File: config.mk
export PLATFORM = sky130hd
export DESIGN_NAME = apb_wrr_arbiter
export DESIGN_NICKNAME = d
export VERILOG_FILES = /design/src/rtl/apb_global_pkg.sv /design/src/rtl/apb_wrr_pick.sv /design/src/rtl/apb_wrr_arbiter.sv
export SDC_FILE = /design/constraint.sdc
export NUM_CORES = 1
export LEC_CHECK = 0
export CAP_MARGIN = 30
export CORE_MARGIN = 2
export CORE_UTILIZATION = 44
export CTS_CLUSTER_SIZE = 12
export DETAILED_ROUTE_END_ITERATION = 8
export MAX_ROUTING_LAYER = met4
export PLACE_DENSITY = 0.77
export SETUP_SLACK_MARGIN = 0.5
export SLEW_MARGIN = 40
export SYNTH_ARGS = -nofsm -noshare
export SYNTH_HDL_FRONTEND = slang
export SYNTH_SLANG_ARGS = --single-unit
File: constraint.sdc
create_clock -name pclk -period 2.6 [get_ports pclk]
set_input_delay 0.52 -clock pclk [delete_from_list [all_inputs] [get_ports pclk]]
set_output_delay 0.52 -clock pclk [all_outputs]
set_load 0.01 [all_outputs]
File: src/rtl/apb_global_pkg.sv
// Shared arbiter types and sizing helpers for the APB interconnect.
package apb_global_pkg;

    localparam int NO_OF_MASTERS = 2;

    typedef enum logic {
        IDLE  = 1'b0,
        OWNED = 1'b1
    } arb_state_e;

    // Master-index width; a single master still needs a 1-bit index.
    function automatic int mid_w(input int n);
        return (n > 1) ? $clog2(n) : 1;
    endfunction

endpackage

File: src/rtl/apb_wrr_pick.sv
// Combinational winner selection: rotating search from ptr_i, or lowest index
// when fixed_prio_i is set. Produces a one-hot grant (zero when no request).
module apb_wrr_pick #(
    parameter int N     = 2,
    parameter int MID_W = 1
) (
    input  logic [N-1:0]     req_i,
    input  logic [MID_W-1:0] ptr_i,
    input  logic             fixed_prio_i,
    output logic [N-1:0]     grant_o
);

    logic             found;
    int               idx;
    logic [MID_W-1:0] sel;

    // NOTE: every variable written here gets a default first, so no path can leave one unassigned and infer a latch.
    always_comb begin
        grant_o = '0;
        found   = 1'b0;
        idx     = 0;
        sel     = '0;
        for (int k = 0; k < N; k++) begin
            idx = fixed_prio_i ? k : int'(ptr_i) + k;
            if (idx >= N) idx = idx - N;
            sel = idx[MID_W-1:0];
            if (!found && req_i[sel]) begin
                grant_o[sel] = 1'b1;
                found        = 1'b1;
            end
        end
    end

endmodule

File: src/rtl/apb_wrr_arbiter.sv
// Per-slave APB arbiter: weighted round-robin or fixed priority, one owner at a time.
// Optional ownership watchdog enabled by defining APB_ARB_WATCHDOG_EN.
module apb_wrr_arbiter #(
    parameter int  NO_OF_MASTERS  = apb_global_pkg::NO_OF_MASTERS,
    parameter int  WEIGHT_W       = 4,
    parameter int  TIMEOUT_CYCLES = 256,
    localparam int MID_W          = apb_global_pkg::mid_w(NO_OF_MASTERS)
) (
    input  logic                              pclk,
    input  logic                              preset_n,
    input  logic [NO_OF_MASTERS-1:0]          req_i,
    input  logic [NO_OF_MASTERS*WEIGHT_W-1:0] weight_i,
    input  logic                              fixed_prio_i,
    input  logic                              done_i,
    output logic [NO_OF_MASTERS-1:0]          grant_o,
    output logic [MID_W-1:0]                  owner_o,
    output logic                              busy_o,
    output logic                              timeout_o
);

    import apb_global_pkg::*;

    if (NO_OF_MASTERS < 1 || NO_OF_MASTERS > 16) begin : g_bad_masters
        $error("apb_wrr_arbiter: NO_OF_MASTERS must be 1..16");
    end
    if (TIMEOUT_CYCLES < 2 || TIMEOUT_CYCLES > 65535) begin : g_bad_timeout
        $error("apb_wrr_arbiter: TIMEOUT_CYCLES must be 2..65535");
    end

    arb_state_e               state_q;
    logic [MID_W-1:0]         owner_q;
    logic [MID_W-1:0]         ptr_q, ptr_d;
    logic [WEIGHT_W-1:0]      cnt_q, cnt_d;
    logic [MID_W-1:0]         win_idx;
    logic [WEIGHT_W-1:0]      win_weight, eff_weight;
    logic [WEIGHT_W:0]        cnt_inc;
    logic [NO_OF_MASTERS-1:0] pick_grant;

    apb_wrr_pick #(
        .N     (NO_OF_MASTERS),
        .MID_W (MID_W)
    ) u_pick (
        .req_i        (req_i),
        .ptr_i        (ptr_q),
        .fixed_prio_i (fixed_prio_i),
        .grant_o      (pick_grant)
    );

    // Weight is only looked at for the winner of the current grant cycle.
    always_comb begin
        win_idx    = '0;
        win_weight = '0;
        for (int m = 0; m < NO_OF_MASTERS; m++) begin
            if (pick_grant[m]) begin
                win_idx    = MID_W'(m);
                win_weight = weight_i[m*WEIGHT_W +: WEIGHT_W];
            end
        end
        eff_weight = (win_weight == '0) ? WEIGHT_W'(1) : win_weight;
        cnt_inc    = {1'b0, cnt_q} + (WEIGHT_W+1)'(1);
        ptr_d      = ptr_q;
        cnt_d      = cnt_q;
        if (win_idx == ptr_q && cnt_inc < {1'b0, eff_weight}) begin
            cnt_d = cnt_inc[WEIGHT_W-1:0];
        end else begin
            ptr_d = (win_idx == MID_W'(NO_OF_MASTERS - 1)) ? '0 : win_idx + MID_W'(1);
            cnt_d = '0;
        end
    end

    assign grant_o = (state_q == IDLE) ? pick_grant : '0;
    assign owner_o = owner_q;
    assign busy_o  = (state_q == OWNED);

`ifdef APB_ARB_WATCHDOG_EN
    localparam logic [15:0] WD_LAST = 16'(TIMEOUT_CYCLES - 1);

    logic [15:0] wd_q;
    logic        timeout_q;

    assign timeout_o = timeout_q;
`else
    assign timeout_o = 1'b0;
`endif

    // NOTE: state registers use non-blocking assignments so every flop samples pre-edge values.
    always_ff @(posedge pclk or negedge preset_n) begin
        if (!preset_n) begin
            state_q   <= IDLE;
            owner_q   <= '0;
            ptr_q     <= '0;
            cnt_q     <= '0;
`ifdef APB_ARB_WATCHDOG_EN
            wd_q      <= '0;
            timeout_q <= 1'b0;
`endif
        end else begin
`ifdef APB_ARB_WATCHDOG_EN
            timeout_q <= 1'b0;
`endif
            case (state_q)
                IDLE: begin
                    if (|pick_grant) begin
                        state_q <= OWNED;
                        owner_q <= win_idx;
`ifdef APB_ARB_WATCHDOG_EN
                        wd_q    <= '0;
`endif
                        if (!fixed_prio_i) begin
                            ptr_q <= ptr_d;
                            cnt_q <= cnt_d;
                        end
                    end
                end
                OWNED: begin
                    if (done_i) begin
                        state_q <= IDLE;
`ifdef APB_ARB_WATCHDOG_EN
                    end else if (wd_q == WD_LAST) begin
                        state_q   <= IDLE;
                        timeout_q <= 1'b1;
                    end else begin
                        wd_q <= wd_q + 16'd1;
`endif
                    end
                end
                default: state_q <= IDLE;
            endcase
        end
    end

endmodule

# Word-level counts from Yosys, hierarchy flattened
# Cells that the tools add are included.
[op_classes]
bitwise_logic = 4
n_reduce_logical = 10
n_mux = 25
n_eq_ne = 1
addsub = 5
magnitude_cmp = 7
[ops]
columns = ["op", "count"]
rows = [
  [">= comparator 32 x 3 -> 1 bit (second input constant)", 2],
  ["two-way mux 4 bit", 4],
  ["two-way mux 1 bit", 14],
  ["two-way mux 2 bit", 4],
  ["adder 4 x 1 -> 5 bit (second input constant)", 1],
  ["less-than comparator 5 x 4 -> 1 bit", 1],
  ["logical AND 1 bit", 4],
  ["zero test 4 bit", 1],
  ["less-than comparator 1 x 2 -> 1 bit (second input constant)", 2],
  ["AND reduction 4 bit", 1],
  ["inverter 1 bit", 3],
  ["AND reduction 3 bit", 1],
  ["adder 1 x 1 -> 2 bit (second input constant)", 1],
  ["demux 1 bit (select 1 bit)", 2],
  [">= comparator 1 bit (second input constant)", 2],
  ["OR 2 bit", 1],
  ["case mux 1 bit (2 select lines)", 1],
  ["AND reduction 2 bit", 1],
  ["OR reduction 2 bit", 1],
  ["subtractor 1 bit (second input constant)", 2],
  ["adder 1 bit (second input constant)", 1],
  ["== test 1 bit", 1],
  ["zero test 1 bit", 1],
]
[totals]
output_inout_bits = 5
in_bits = 14
word_cells = 56
ff_bits = 7

# Logic depth before layout (Yosys ltp)
# Gate-level depths: netlist of the first run.
[depth]
depth_word = 18
mapped_depth = 9
ltp_nobuf = 9

# Hierarchy
# From an unflattened synthesis of the first run, not the netlist that was laid out.
[unflattened]
cells_unflattened = 61
area_unflattened_um2 = 560.5
[modules_own_cells]
columns = ["mod", "cells_each", "area_each_um2", "seq_area_each_um2", "n_inst"]
rows = [
  ["apb_wrr_arbiter", 57, 530.5, 175.2, 1],
  ["apb_wrr_pick", 4, 30.0, 0.0, 1],
]

# Worst setup path before layout of the first run
# OpenSTA, ideal clock, no wires.
[synth_timing]
kind = "input-to-reg"
from = "input port fixed_prio_i"
to = "register ptr_q"
stages = 8
setup_ns = 0.128
slack_ns = 0.166
path_buffers = 0
t_arrival_ns = 2.307
t_required_ns = 2.472
cell_sequence = "nand2b_1 > a21oi_1 > a22oi_1 > ha_1 > nand4_1 > a2111oi_4 > o21ai_2 > mux2_1"
[synth_between]
elab_chain_len = 18
elab_cells_between_ends = 42
classes_between = "add/sub (3); order compare (7); eq/ne (1); mux (20); bitwise (3); reduce/logical (8)"
[synth_rtl]
columns = ["element", "line", "rtl"]
rows = [
  ["start, declared", "apb_wrr_arbiter.sv:13", "input logic fixed_prio_i,"],
  ["two-way mux 1 bit", "apb_wrr_pick.sv:24", "idx = fixed_prio_i ? k : int'(ptr_i) + k;"],
  [">= comparator 32 x 3 -> 1 bit or subtractor 1 bit (tied branches)", "apb_wrr_pick.sv:25", "if (idx >= N) idx = idx - N;"],
  ["two-way mux 1 bit", "apb_wrr_pick.sv:25", ""],
  ["less-than comparator 1 x 2 -> 1 bit (not written as such) or >= comparator 1 bit (tied branches)", "apb_wrr_pick.sv:28", "grant_o[sel] = 1'b1;"],
  ["logical AND 1 bit (not written as such)", "apb_wrr_pick.sv:28", ""],
  ["two-way mux 1 bit (not written as such)", "apb_wrr_pick.sv:28", ""],
  ["demux 1 bit (select 1 bit)", "-", ""],
  ["two-way mux 2 bit", "apb_wrr_pick.sv:27", "if (!found && req_i[sel]) begin"],
  ["OR 2 bit (no line)", "-", ""],
  ["two-way mux 2 bit", "apb_wrr_pick.sv:27", ""],
  ["two-way mux 4 bit (2 in a row)", "apb_wrr_arbiter.sv:54", "if (pick_grant[m]) begin"],
  ["zero test 4 bit", "apb_wrr_arbiter.sv:59", "eff_weight = (win_weight == '0) ? WEIGHT_W'(1) : win_weight;"],
  ["two-way mux 4 bit", "apb_wrr_arbiter.sv:59", ""],
  ["less-than comparator 5 x 4 -> 1 bit", "apb_wrr_arbiter.sv:63", "if (win_idx == ptr_q && cnt_inc < {1'b0, eff_weight}) begin"],
  ["logical AND 1 bit", "apb_wrr_arbiter.sv:63", ""],
  ["inverter 1 bit (no line)", "-", ""],
  ["AND reduction 4 bit (no line)", "-", ""],
  ["end signal, assigned", "apb_wrr_arbiter.sv:110", "ptr_q <= ptr_d;"],
  ["end, declared", "apb_wrr_arbiter.sv:32", "logic [MID_W-1:0] ptr_q, ptr_d;"],
]
# Parallel ways exist; a longest one is shown, timed or not. The select of a mux whose other input is x is not followed.
# A chain may end at the register's enable or synchronous reset.

# Final worst setup path of the first run
[layout_timing]
from = "input port fixed_prio_i"
to = "register cnt_q[2]"
[layout_between]
elab_chain_len = 17
elab_cells_between_ends = 40
classes_between = "add/sub (2); order compare (7); eq/ne (1); mux (20); bitwise (2); reduce/logical (8)"
[layout_rtl]
columns = ["element", "line", "rtl"]
rows = [
  ["two-way mux 1 bit", "apb_wrr_pick.sv:24", ""],
  [">= comparator 32 x 3 -> 1 bit or subtractor 1 bit (tied branches)", "apb_wrr_pick.sv:25", ""],
  ["two-way mux 1 bit", "apb_wrr_pick.sv:25", ""],
  ["less-than comparator 1 x 2 -> 1 bit (not written as such) or >= comparator 1 bit (tied branches)", "apb_wrr_pick.sv:28", ""],
  ["logical AND 1 bit (not written as such)", "apb_wrr_pick.sv:28", ""],
  ["two-way mux 1 bit (not written as such)", "apb_wrr_pick.sv:28", ""],
  ["demux 1 bit (select 1 bit)", "-", ""],
  ["two-way mux 2 bit", "apb_wrr_pick.sv:27", ""],
  ["OR 2 bit (no line)", "-", ""],
  ["two-way mux 2 bit", "apb_wrr_pick.sv:27", ""],
  ["two-way mux 4 bit (2 in a row)", "apb_wrr_arbiter.sv:54", ""],
  ["zero test 4 bit", "apb_wrr_arbiter.sv:59", ""],
  ["two-way mux 4 bit", "apb_wrr_arbiter.sv:59", ""],
  ["less-than comparator 5 x 4 -> 1 bit", "apb_wrr_arbiter.sv:63", ""],
  ["logical AND 1 bit", "apb_wrr_arbiter.sv:63", ""],
  ["two-way mux 4 bit", "apb_wrr_arbiter.sv:63", ""],
  ["end signal, assigned", "apb_wrr_arbiter.sv:111", "cnt_q <= cnt_d;"],
  ["end, declared", "apb_wrr_arbiter.sv:33", "logic [WEIGHT_W-1:0] cnt_q, cnt_d;"],
]
# Parallel ways exist; a longest one is shown, timed or not. The select of a mux whose other input is x is not followed.

==> out/qor.csv, run 1 <==
metric,value,unit
run_status,finished clean,
cp.arrival,2290,ps
grt_pass1_vias,608,
gr-total-overflow,0,
fmax,0.463,GHz
grt_usage,0.237,
report.final.setup_viol,0,
die_w,40.5,microns
drc,0,
numCtsBuffers,3,
areaGrowthSynthToFinish,62.6,%
hpwl,1130,microns
initial_core_util,0.462,
syn_inst,65,
cp-startpoint,fixed_prio_i,
worst_pin_slew,625,ps
cp-start-kind,input port,
maxCapViolCount,0,
seq_area_frac_synth,0.299,
dr.pass1.iters,2,
core_area,1270,sq um
avgSynthCellArea,9.01,sq um
cp_cell_sequence,"buf_6, nand2b_4, a21oi_4, a22oi_2, ha_1, nand4_1, o211ai_1, buf_4, o31ai_2, a21o_1",
yosysTopAreaCell,dfrtp_1,
io_buffers,17,
reg2reg_slack,450,ps
synth-seq-cells,7,
wl_per_cell,14.4,microns
ys_warn_count,0,
synth.net_count,83,
min_period_over_period,0.830,
pin_count,19,
whs,499,ps
fin_crit,2160,ps
grt_pass1_wl,2530,microns
cp.required,2730,ps
hold_viol_final,0,
slew-limit-headroom,0.580,
clock_skew,0.360,ps
cp-end-kind,flop,
worstHoldEndpoint,owner_o$_DFFE_PN0P_,
final_nets,118,
cp_slowest_stage_delay,320,ps
antenna_found_initial,0,
gp_congestion,0.739,
power,0.000655,W
min_path_cells,2,
synthTopCellsByArea,"dfrtp_1, ha_1, a2111oi_4",
clockBufferDepth,2,
cp_max_fo,3,
drive_above_1_share,0.374,
synth_cell_types,33,
timing.rr.start,cnt_q[0]$_DFFE_PN0P_,
crit_family,compound AO/OA/AOI/OAI gates,
synth_top_area_share,0.299,
clk_pin_slew,50,ps
report.final.slew_viol_count,0,
critPathSlowestCell,ha_1,
cts-root-buf,clkbuf_4,
crit_type,in -> reg,
vias_per_cell,5.54,
r2r_cells,9,
p_leak,0.443,nW
final_common_cell,buf_4,
cts_tree,yes,
wl,1640,microns
crit_buf_inv,2,
drt-initial-drc-count,9,
dr_total_vias,631,
power_density,688,nW/um^2
clock_sinks,7,
htreeDepth,1,
hold_buffers,0,
clkLatencyLatePin,240,ps
final_cell_mix,"buf_4, dlygate4sd2_1, dfrtp_1, clkdlybuf4s50_1, nand2_1",
dieHeight,40.5,microns
grt_setup_unrepaired,true,
rr_endpoint,cnt_q[2]$_DFFE_PN0P_,
ir_drop,0.449,mV
hold_class,reg -> reg,
ant_nets,0,
grt_max_degree,11,
die_area,1640,sq um
netlist_area,586,sq um
min_from,owner_o$_DFFE_PN0P_,
n_antenna_cell,0,
num_rows,13,
-- timing repair --
| item | in CTS | in global routing |
|---|---|---|
| buffers inserted | 2 | 4 |
| resized for setup | 29 | 6 |
| pin swaps | 12 | 5 |
| setup endpoints to repair | 7 | 4 |
-- where the power goes --
group          internal, W   total, W  switching, W
Combinational     0.000212   0.000386      0.000174
Clock            0.0000581  0.0000911     0.0000330
Sequential        0.000140   0.000179     0.0000391
-- logic make-up after synthesis --
| logic type | after synthesis | share of synthesized area |
|---|---|---|
| buffers and inverters | 4 | 0.0491 |
| xor gates and xnor gates | 2 | 0.0299 |
| AOI/OAI and AO/OA | 21 | 0.288 |
| DFF | 7 | 0.299 |
| muxes | 1 | 0.0192 |
| and+or+nand+nor | 25 | 0.222 |
| adders and majority gates | 4 | 0.0855 |
| other | 1 | 0.00640 |
-- state kept, by name (all words and copies together), names as in the netlist --
signal and flops:
ptr_q 1, owner_o 1, busy_o 1, cnt_q 4
-- metal layers --
layer	share of wire	routed length [microns]	GRT usage	up-vias
met5	0	0	-	-
met3	0.025	41	0.0389	0
met1	0.47	770	0.290	303
met2	0.51	830	0.381	11
met4	0	0	0.100	0
li1	-	-	-	317
-- synthesized netlist by cell type (all sizes together) --
| cell type | instances |
|---|---|
| a2111oi | 1 |
| a211o | 1 |
| a211oi | 1 |
| a21o | 1 |
| a21oi | 4 |
| a22o | 2 |
| a22oi | 3 |
| and2 | 1 |
| and3 | 1 |
| buf | 1 |
| clkbuf | 1 |
| conb | 1 |
| dfrtp | 7 |
| ha | 4 |
| inv | 2 |
| mux2 | 1 |
| nand2 | 5 |
| nand2b | 1 |
| nand3 | 3 |
| nand3b | 2 |
| nand4 | 2 |
| nor2 | 3 |
| nor3 | 5 |
| nor3b | 1 |
| o211a | 1 |
| o211ai | 1 |
| o21ai | 4 |
| o311ai | 1 |
| o31ai | 1 |
| or3 | 1 |
| xnor2 | 1 |
| xor2 | 1 |
-- metrics by stage --
stage	setup TNS [ps]	util	setup slack, ps	cell area [sq um]	instances
floorplan	0	-	331	599	65
global placement	-631	0.658	-164	835	104
detailed placement	-856	0.658	-235	835	104
CTS	0	0.707	415	897	110
global route	0	0.750	332	952	114
finish	0	0.750	442	952	114
-- cell type report --
| cell class | count | area [sq um] |
|---|---|---|
| Clock buffer | 4 | 26.3 |
| Fill cell | 100 | 317 |
| Timing Repair Buffer | 32 | 268 |
| Tap cell | 15 | 18.8 |
| Sequential cell | 7 | 176 |
| Multi-Input combinational cell | 54 | 455 |
| Inverter | 2 | 7.51 |
-- worst reg2reg max path: stages (launching register included) --
cell and delay [ps]:
dfrtp_1 430, buf_6 140, nand3_2 90, xnor2_2 160
ha_1 300, nand4_1 180, o211ai_1 320, buf_4 190
o31ai_2 60, a21o_1 180
-- how the worst max path moves through the flow --
| stage | end | slack [ps] | cells after the start |
|---|---|---|---|
| final | cnt_q[2]$_DFFE_PN0P_ | 440 | 10 |
| after global routing | cnt_q[2]$_DFFE_PN0P_ | 330 | 9 |
| after CTS | ptr_q$_DFFE_PN0P_ | 420 | 10 |
| after detailed placement | cnt_q[3]$_DFFE_PN0P_ | -230 | 11 |
| after global placement | cnt_q[3]$_DFFE_PN0P_ | -160 | 11 |
| after floorplan | ptr_q$_DFFE_PN0P_ | 330 | 9 |
(Power assumes the default switching activity.)
==> inputs of run 2 (changes only) <==
==> constraint.sdc (replaced) <==
create_clock -name pclk -period 2.2 [get_ports pclk]
set_input_delay 0.44 -clock pclk [delete_from_list [all_inputs] [get_ports pclk]]
set_output_delay 0.44 -clock pclk [all_outputs]
set_load 0.01 [all_outputs]
==> run 2 against run 1 <==
Effect of this change: the run now ends with negative setup slack left; critical path depth fell by 2; cell count rose by 8.8%; sequential cell count did not move; clock power rose by 22%; sequential share of layout area fell by 1.4 points; sequential power rose by 9%; non-clock buffer count rose by 10; power rose by 35%; combinational power rose by 51%; hold slack got worse by 43 ps.
==> out/qor.csv, run 2 (synthesized netlist as in run 1, its figures left out) <==
metric,value,unit
drt-initial-drc-count,14,
drive_above_1_share,0.422,
ant_nets,0,
n_antenna_cell,0,
final_core_util,0.811,
clock_skew,2.79,ps
hold_class,in -> async,
p_leak,0.476,nW
cts-root-buf,clkbuf_4,
areaGrowthSynthToFinish,75.6,%
min_period_over_period,1.09,
pin_count,19,
fmax,0.416,GHz
die_area,1640,sq um
hold_buffers,0,
io_buffers,17,
slew-limit-headroom,0.527,
clk_pin_slew,50,ps
clock_sinks,7,
nFillCells,82,
regMostFlops,cnt_q,
fin_crit,2400,ps
vias_per_cell,5.53,
worst_pin_slew,701,ps
placed_area,892,sq um
reg2reg_slack,-190,ps
gp_congestion,0.891,
initial_core_util,0.462,
grt_pass1_vias,630,
htreeDepth,1,
dr.pass1.iters,4,
cp-start-kind,input port,
crit_type,in -> reg,
largest_register_ffs,4,
gr-total-overflow,0,
final_nets,128,
clkLatencyLatePin,240,ps
run_status,finished with violations,
hold_viol_final,0,
clockBufferDepth,2,
grt_setup_unrepaired,true,
cp.arrival,2530,ps
cp.required,2330,ps
final_cell_mix,"buf_4, clkdlybuf4s50_1, dfrtp_1",
maxCapViolCount,0,
power_density,862,nW/um^2
drc,0,
grt_usage,0.256,
ir_drop,0.676,mV
grt_max_degree,11,
antenna_found_initial,0,
cp_max_fo,3,
core_area,1270,sq um
final_common_cell,buf_4,
num_rows,13,
wl,1940,microns
report.final.slew_viol_count,0,
wl_per_cell,15.7,microns
grt_pass1_wl,2620,microns
cts_tree,yes,
dieHeight,40.5,microns
report.final.setup_viol,4,
die_w,40.5,microns
cp-end-kind,flop,
violations,negative setup slack,
setup_ws,-205,ps
dr_total_vias,686,
fin_area,1030,sq um
numCtsBuffers,3,
hpwl,1330,microns
## run 2: changes by cell type in the layout (fill, tap and decap cells not counted), moves of 2 or more
| cell | delta |
|---|---|
| clkdlybuf4s50_1 | +6 |
| dlygate4sd2_1 | -8 |
| buf_4 | +9 |
| nand2_1 | -3 |
| clkdlybuf4s15_1 | +2 |
| nand2_2 | +2 |
## run 2: path summary, 6_finish.rpt
check / startpoint / to / depth (start not counted)
setup / recovery: weight_i[6] / cnt_q[3]$_DFFE_PN0P_ / 8
hold / removal: preset_n / cnt_q[2]$_DFFE_PN0P_ / 1
setup reg to reg: ptr_q$_DFFE_PN0P_ / cnt_q[3]$_DFFE_PN0P_ / 9
hold reg to reg: cnt_q[3]$_DFFE_PN0P_ / cnt_q[3]$_DFFE_PN0P_ / 1
max in group asynchronous: preset_n / busy_o$_DFF_PN0_ / 1
min in group pclk: cnt_q[3]$_DFFE_PN0P_ / cnt_q[3]$_DFFE_PN0P_ / 1
## run 2: routing by layer
metal,vias to the layer above,wire length [microns],track usage
li1,343,-,-
met1,317,797,0.274
met2,21,1030,0.456
met3,5,69,0.0389
met4,0,48,0.117
met5,-,0,-
## run 2: final cells by class
type                    count  area (sq um)  area share
repair buffers             42           350       0.341
well taps                  15          18.8      0.0182
inverters                   2          7.51     0.00730
clock buffers               4          26.3      0.0255
multi-input cells          54           449       0.437
flip-flops and latches      7           176       0.172
## run 2: through the flow
| step | std cells | hold WS, ps | setup slack (ps) | TNS, ps | power, W |
|---|---|---|---|---|---|
| 3_5_place_dp | 110 | 546 | -603 | -2510 | 0.000603 |
| 6_report | 124 | 456 | -205 | -766 | 0.000886 |
| 4_1_cts | 116 | 444 | -85.3 | -238 | 0.000781 |
| 3_3_place_gp | 110 | 488 | -503 | -2110 | 0.000585 |
| 2_1_floorplan | 65 | 144 | 41.0 | 0 | 0.000406 |
| 5_1_grt | 124 | 464 | -292 | -1110 | 0.000946 |
## run 2: critical path: stages
cell and delay (ps):
clkdlybuf4s50_1 490, a22oi_2 80, ha_1 320, nand4_1 220
a2111oi_4 550, buf_4 210, nor3_4 40, a22o_1 180
## run 2: what timing repair did
item / CTS / global route
setup endpoints to repair: 8 / 8
pin swaps: 9 / 11
gates resized for setup: 21 / 9
buffers inserted: 2 / 8
## run 2: where the power goes
part / internal [W] / switching (W)
combinational: 0.000323 / 0.000258
sequential: 0.000164 / 0.0000310
clock: 0.0000688 / 0.0000419
==> inputs of run 3 (changes only) <==
--- a/config.mk
+++ b/config.mk
@@ -13,6 +13,7 @@
 export MAX_ROUTING_LAYER = met4
 export PLACE_DENSITY = 0.77
 export SETUP_SLACK_MARGIN = 0.5
+export SKIP_LAST_GASP = 1
 export SLEW_MARGIN = 40
 export SYNTH_ARGS = -nofsm -noshare
 export SYNTH_HDL_FRONTEND = slang
==> run 3 against run 2 <==
Effect of this change: the run still ends with negative setup slack left; maximum frequency about the same; hold slack unchanged; sequential power about the same; combinational power about the same; critical path type unchanged; critical endpoint unchanged; largest cell class unchanged.
==> out/qor.csv, run 3 (synthesized netlist as in run 1, its figures left out) <==
metric,value,unit
ant_nets,0,
clk_pin_slew,50,ps
critPathSlowestCell,a2111oi_4,
power.switching,0.000330,W
run_status,finished with violations,
clockBufferDepth,2,
dr_total_vias,686,
placedCellCount,110,
core_area,1270,sq um
clkLatencyLatePin,240,ps
die_area,1640,sq um
drc,0,
dieHeight,40.5,microns
gr-total-overflow,0,
power.share.switching,0.373,
violations,negative setup slack,
pin_count,19,
p_int,0.000555,W
setup_ws,-206,ps
antenna_found_initial,0,
cp-start-kind,input port,
die_w,40.5,microns
cp.arrival,2530,ps
seqPwrFrac,0.220,
fin_crit,2410,ps
drt-initial-drc-count,13,
cp.required,2330,ps
cp_slowest_stage_delay,550,ps
reg2reg_slack,-190,ps
report.final.setup_viol,4,
power,0.000885,W
grt_max_degree,11,
num_rows,13,
p_leak,0.476,nW
clock_skew,2.79,ps
grt_setup_unrepaired,true,
crit_family,compound AO/OA/AOI/OAI gates,
grt_pass1_vias,630,
crit_buf_inv,2,
drive_above_1_share,0.413,
fmax,0.416,GHz
areaGrowthSynthToFinish,75.2,%
hpwl,1330,microns
min_period_over_period,1.09,
gp_congestion,0.891,
htreeDepth,1,
final_nets,128,
fin_area,1030,sq um
crit_type,in -> reg,
grt_pass1_wl,2620,microns
r2r_cells,9,
clock_sinks,7,
maxCapViolCount,0,
slew-limit-headroom,0.527,
cp-end-kind,flop,
io_buffers,17,
placed_area,892,sq um
initial_core_util,0.462,
final_common_cell,buf_4,
ir_drop,0.677,mV
vias_per_cell,5.53,
comb_power_share,0.655,
power_frac_clock,0.125,
wl,1940,microns
worstSetupPathDepth,8,
cp_cell_sequence,"clkdlybuf4s50_1, a22oi_2, ha_1, nand4_1, a2111oi_4, buf_4, nor3_4, a22o_1",
hold_class,in -> async,
whs,456,ps
finalNonFillerCells,124,
hold_viol_final,0,
cts_tree,yes,
final_cell_mix,"buf_4, clkdlybuf4s50_1, dfrtp_1",
report.final.slew_viol_count,0,
regMostFlops,cnt_q,
nFillCells,83,
power_density,863,nW/um^2
cts-root-buf,clkbuf_4,
wl_per_cell,15.6,microns
n_antenna_cell,0,
dr.pass1.iters,4,
numCtsBuffers,3,
cp_max_fo,3,
worst_pin_slew,701,ps
grt_usage,0.256,
largest_register_ffs,4,
-- run 3: path summary, 6_finish.rpt --
kind / startpoint / to
setup reg to reg: ptr_q$_DFFE_PN0P_ / cnt_q[3]$_DFFE_PN0P_
min in group pclk: cnt_q[3]$_DFFE_PN0P_ / cnt_q[3]$_DFFE_PN0P_
hold reg to reg: cnt_q[3]$_DFFE_PN0P_ / cnt_q[3]$_DFFE_PN0P_
setup / recovery: weight_i[6] / cnt_q[3]$_DFFE_PN0P_
hold / removal: preset_n / cnt_q[2]$_DFFE_PN0P_
max in group asynchronous: preset_n / busy_o$_DFF_PN0_
-- run 3: final cells by class --
class | instances | area [sq um] | area share
multi-input combinational | 54 | 447 | 0.435
timing repair buffer | 42 | 350 | 0.341
sequential | 7 | 176 | 0.172
clock buffer | 4 | 26.3 | 0.0256
tap | 15 | 18.8 | 0.0183
inverter | 2 | 7.51 | 0.00732
-- run 3: per-layer routing --
| layer | vias up | track usage | wire [microns] |
|---|---|---|---|
| met5 | - | - | 0 |
| met4 | 0 | 0.117 | 48 |
| met3 | 5 | 0.0389 | 67 |
| met2 | 21 | 0.456 | 1030 |
| met1 | 317 | 0.274 | 796 |
| li1 | 343 | - | - |
-- run 3: per-stage QoR --
step | setup TNS (ps) | util | setup WS (ps)
2_1_floorplan | 0 | - | 41.0
3_3_place_gp | -2110 | 0.703 | -503
3_5_place_dp | -2510 | 0.703 | -603
4_1_cts | -238 | 0.742 | -85.3
5_1_grt | -1110 | 0.809 | -292
6_report | -772 | 0.809 | -206
-- run 3: repair_timing --
item	in CTS	in global routing
resized for setup	21	8
buffers inserted	2	8
pin swaps	9	9
endpoints found under the setup margin	8	8
hold buffers	0	0
-- run 3: power by group through the flow --
stage | clock [W] | combinational, W | sequential [W]
floorplan | 0 | 0.000202 | 0.000204
global placement | 0 | 0.000390 | 0.000194
detailed placement | 0 | 0.000406 | 0.000197
CTS | 0.000117 | 0.000469 | 0.000195
global route | 0.000123 | 0.000624 | 0.000199
finish | 0.000111 | 0.000580 | 0.000195
-- run 3: worst reg2reg max path, stage by stage (launching register included) --
cell       delay [ps]
dfrtp_1           420
nand3b_1          120
and2_4            170
a22oi_2            50
ha_1              320
nand4_1           220
a2111oi_4         550
buf_4             210
nor3_4             40
a22o_1            180
